===== src/rtl/pwm_multi_ch.sv =====
// pwm_multi_ch: multi-channel PWM generator. One shared period counter drives
// CHANNELS comparators; each channel has a double-buffered (shadow/active)
// duty value so updates only take effect at a period boundary.
// Build option: define PWM_CENTER_ALIGN_EN to add the ctr_mode input and
// up/down (center-aligned) counting; without it the counter is edge-aligned.
module pwm_multi_ch #(
   parameter int WIDTH    = 10,
   parameter int CHANNELS = 2
) (
   input  logic                      clk,
   input  logic                      rst,
   input  logic                      en,
   input  logic [CHANNELS*WIDTH-1:0] duty_in,
   input  logic                      upd_req,
`ifdef PWM_CENTER_ALIGN_EN
   input  logic                      ctr_mode,
`endif
   output logic                      upd_pend,
   output logic                      per_start,
   output logic [CHANNELS-1:0]       pwm_out
);

   localparam logic [WIDTH-1:0] MAX = {WIDTH{1'b1}};

   logic [WIDTH-1:0] cnt;
   logic [WIDTH-1:0] cnt_nxt;
   logic             boundary;
   logic [WIDTH-1:0] shadow  [CHANNELS];
   logic [WIDTH-1:0] active  [CHANNELS];
   logic [WIDTH-1:0] act_nxt [CHANNELS];

`ifdef PWM_CENTER_ALIGN_EN
   logic mode_act;
   logic down;

   // Next count and period boundary: edge mode wraps at MAX (boundary = TC),
   // center mode turns around at MAX and at 1 (boundary = valley, cnt==0).
   always_comb begin
      cnt_nxt  = cnt + 1'b1;
      boundary = en && (cnt == MAX);
      if (mode_act) begin
         boundary = en && (cnt == '0);
         if (down) begin
            cnt_nxt = cnt - 1'b1;
         end else if (cnt == MAX) begin
            cnt_nxt = MAX - 1'b1;
         end
      end
   end

   // Count direction and the mode in force; mode only changes at a boundary
   // or while stopped, so a period is never cut short.
   always_ff @(posedge clk) begin
      if (rst) begin
         mode_act <= 1'b0;
         down     <= 1'b0;
      end else if (!en) begin
         mode_act <= ctr_mode;
         down     <= 1'b0;
      end else begin
         if (boundary) begin
            mode_act <= ctr_mode;
         end
         if (mode_act) begin
            if (!down && (cnt == MAX)) begin
               down <= 1'b1;
            end else if (down && (cnt == WIDTH'(1))) begin
               down <= 1'b0;
            end
         end else begin
            down <= 1'b0;
         end
      end
   end
`else
   // Next count and period boundary: free-running wrap, boundary at TC.
   always_comb begin
      cnt_nxt  = cnt + 1'b1;
      boundary = en && (cnt == MAX);
   end
`endif

   // Active duty for the coming cycle: reload from shadow (or straight from
   // duty_in when a request lands on the same cycle) at a boundary or while
   // stopped; otherwise hold.
   always_comb begin
      for (int i = 0; i < CHANNELS; i++) begin
         act_nxt[i] = active[i];
         if (!en || boundary) begin
            act_nxt[i] = upd_req ? duty_in[i*WIDTH +: WIDTH] : shadow[i];
         end
      end
   end

   // Counter, shadow/active duty registers and the update-pending flag.
   always_ff @(posedge clk) begin
      if (rst) begin
         cnt      <= '0;
         upd_pend <= 1'b0;
         for (int i = 0; i < CHANNELS; i++) begin
            shadow[i] <= '0;
            active[i] <= '0;
         end
      end else begin
         cnt <= en ? cnt_nxt : '0;
         for (int i = 0; i < CHANNELS; i++) begin
            if (upd_req) begin
               shadow[i] <= duty_in[i*WIDTH +: WIDTH];
            end
            active[i] <= act_nxt[i];
         end
         if (!en || boundary) begin
            upd_pend <= 1'b0;
         end else if (upd_req) begin
            upd_pend <= 1'b1;
         end
      end
   end

   // Registered outputs. Comparing against act_nxt lets the valley cycle of a
   // center-aligned period already use the newly loaded duty; in edge mode
   // the boundary cycle has cnt==MAX, where the compare is false either way.
   always_ff @(posedge clk) begin
      if (rst) begin
         pwm_out   <= '0;
         per_start <= 1'b0;
      end else begin
         per_start <= en && (cnt == '0);
         for (int i = 0; i < CHANNELS; i++) begin
            pwm_out[i] <= en && (cnt < act_nxt[i]);
         end
      end
   end

endmodule


===== config.mk =====
export PLATFORM = sky130hd
export DESIGN_NAME = pwm_multi_ch
export DESIGN_NICKNAME = d
export VERILOG_FILES = /design/src/rtl/pwm_multi_ch.sv
export SDC_FILE = /design/constraint.sdc
export NUM_CORES = 1
export LEC_CHECK = 0
export BUFFER_PORTS_ARGS = -buffer_cell sky130_fd_sc_hd__buf_2
export CAP_MARGIN = 20
export CORE_ASPECT_RATIO = 0.7
export CORE_UTILIZATION = 30
export CTS_CLUSTER_DIAMETER = 200
export DETAILED_ROUTE_END_ITERATION = 6
export HOLD_SLACK_MARGIN = 0.02
export REMOVE_ABC_BUFFERS = 1
export SLEW_MARGIN = 25
export SYNTH_ARGS = -nofsm -noshare
export SYNTH_HDL_FRONTEND = slang
export SYNTH_SLANG_ARGS = --single-unit

===== constraint.sdc =====
create_clock -name clk -period 3.6 [get_ports clk]
set_input_delay 0.18 -clock clk [delete_from_list [all_inputs] [get_ports clk]]
set_output_delay 0.18 -clock clk [all_outputs]
set_load 0.03 [all_outputs]

==> impl_metrics.yaml <==
sta:
  final-hold-violation-count: 0
  rsz0062_at_grt: "no"
  fin_skew_ns: 0.00402
  fmax_mhz: 340
  slew_headroom_pct: 47.9
  report.final.slew_viol_count: 0
  period_minus_slack_ns: 2.94
  tightestPinTransition_ns: 0.782
  setup-tns-final_ns: 0
  final-setup-viol-count: 0
  period_share_pct: 81.6
floorplan:
  initial_core_util_pct: 31.7
  dieWidth_um: 116
  dieArea_um2: 9490
  core-area_um2: 8620
  top_level_ports: 28
  num_rows: 28
  fp.dieH_um: 81.8
global_route:
  grt_max_degree: 43
  grtUsageTotal_pct: 12.8
  grt_pass1_vias: 1835
  grt_pass1_wl_um: 9210
  gr-total-overflow: 0
  antenna_found_initial: 0
setup_path:
  worstPathMaxFanout: 12
  r2r-start: "cnt[0]"
  crit_path_start: "cnt[0]"
  worstSetupStartpointType: "flip-flop"
  crit_type: "flip-flop to flip-flop"
  end_kind: "flip-flop"
  arrival_ns: 3.17
  cp_data_required_time_ns: 3.83
detailed_routing:
  drt_pass1_iterations: 4
  wirelength_um: 5500
  drt_iter0_markers: 73
  wl_per_cell_um: 12.8
  vias: 1913
  drt.antenna.violating_nets: 0
  via_per_inst: 4.45
  route.detailed.drc: 0
synthesis:
  yosysSeqAreaShare_pct: 47.0
  synth_top_area_share_pct: 24.9
  synth_area_um2: 2730
  synth_xor_area_share_pct: 2.25
  ys_ff_latch: 54
  synthFlopType: "dfxtp_1"
  syn_avg_cell_area_um2: 9.54
  yosysTopAreaCell: "dfxtp_1"
  synth_simple_gate_area_share_pct: 18.0
  yosysMostFrequentCell: "nor2_1"
  synth-async-reset-ratio_pct: 0
  synth_compound_area_share_pct: 9.72
  synth_warnings: 0
  syn_inst: 286
  netlist_top_cells_count: "nor2_1, dfxtp_1, nand2_1, inv_1, o21ai_0"
  synthAdderAreaFrac_pct: 9.17
  synth.area.mux_share_pct: 7.34
  synth_top_family_by_area: "simple AND/OR/NAND/NOR gates"
  synth.distinct_cells: 42
  synth-edff-count: 20
  synth.area.top_cells: "dfxtp_1, edfxtp_1, ha_1"
pwr:
  leakage_nw: 1.38
  peakVddDrop_mv: 0.156
  power_w: 0.00133
  powerDensity_nw_per_um2: 430
clock_tree:
  cts_tree: "done"
  ctsHoldBuffers: 0
  numCtsBuffers: 5
  post_cts_buffers: 0
  cts-resized-gates: 0
  cts_sinks: 54
  clock_latency_ns: 0.29
  ctsRootBufferMaster: "clkbuf_16"
  path_clk_slew_ns: 0.07
  clockBufferDepth: 2
  cts.htree.levels: 2
hold_path:
  min_path_type: "input port to flip-flop"
  hold_start: "duty_in[16]"
flow_run:
  max_cap_violations: 0
run_status:
  status: "finished clean"
finish:
  antenna_cells: 0
  synthToLayoutAreaGrowth_pct: 13.0
  nNetsFinal: 353
  drive_above_1_share_pct: 14.2
placed_design:
  port_buffers: 27
  hpwl_um: 3840
  place_congestion: 0.814
## per-layer routing
metal | vias to the layer above | global-route usage (%) | part of all wire, %
met5 | - | 0 | 0
met1 | 854 | 19.1 | 57
met4 | 0 | 3.46 | 0.93
met2 | 25 | 17.9 | 38
met3 | 8 | 3.62 | 3.4
li1 | 1026 | - | -
## final timing paths
| path | to | cells past startpoint | slack [ns] |
|---|---|---|---|
| max | pwm_out[0] | 10 | 0.66 |
| max reg2reg | pwm_out[0] | 10 | 0.66 |
| min | shadow[0][16] | 3 | 0.20 |
| min reg2reg | upd_pend | 2 | 0.49 |
## report_power, final
group	switching [W]	internal (W)	total [W]
registers	0.0000112	0.000670	0.000681
logic	0.0000930	0.0000574	0.000150
clock network	0.000218	0.000277	0.000495
## metrics by stage
stage                     worst slack, ns  hold slack (ns)  cell area, um2  utilization, %  instances
final                               0.661            0.198            3080            35.8        430
after global routing                0.349            0.216            3080            35.8        430
after CTS                           0.644            0.192            3080            35.8        430
after detailed placement            0.684            0.488            2940            34.1        422
after global placement              0.841            0.480            2940            34.1        422
after floorplan                     0.576            0.245            2640               -        273
## state kept, by name, summed over array words and instances, names as in the netlist
signal     flops
upd_pend       1
shadow        20
per_start      1
cnt           10
active        20
pwm_out        2
## logic make-up after synthesis
kind of cell / after synthesis
AND/OR/NAND/NOR: 108
flip-flops: 54
AO/OA/AOI/OAI: 41
buffers and inverters: 36
multiplexers: 20
adder cells (fa/ha/maj): 20
XOR/XNOR: 7
## final cells by class
class	count	area [um2]
clock buffers	7	143
flip-flops and latches	54	1280
clock inverters	1	5.00
well taps	120	150
fillers	916	5530
repair buffers	29	150
inverters	23	86.3
multi-input cells	196	1270
## cell usage in the layout (no fill, tap or decap), types with 2 or more instances in the layout
cell type / n
xor2_1: 4
buf_2: 27
buf_4: 2
a21oi_1: 3
and3_1: 3
o21ai_1: 2
nor2_1: 55
dfxtp_1: 34
mux2i_1: 20
ha_1: 20
or2_2: 2
xnor2_1: 3
a211oi_1: 2
o21ai_0: 21
inv_1: 23
nand4_1: 2
clkbuf_16: 5
a21o_1: 5
nand3_1: 6
edfxtp_1: 20
and4_1: 2
nand2b_1: 2
nand2_1: 24
nor3_1: 4
## critical path, stage by stage, from the launching register on
cell and delay [ns]:
dfxtp_1 0.48, ha_1 0.29, nand2_1 0.17, o31ai_4 0.26
buf_4 0.28, mux2i_1 0.27, ha_1 0.28, a211oi_1 0.23
o21ai_0 0.15, a221oi_1 0.30, a21boi_1 0.18
(Power assumes the default switching activity.)
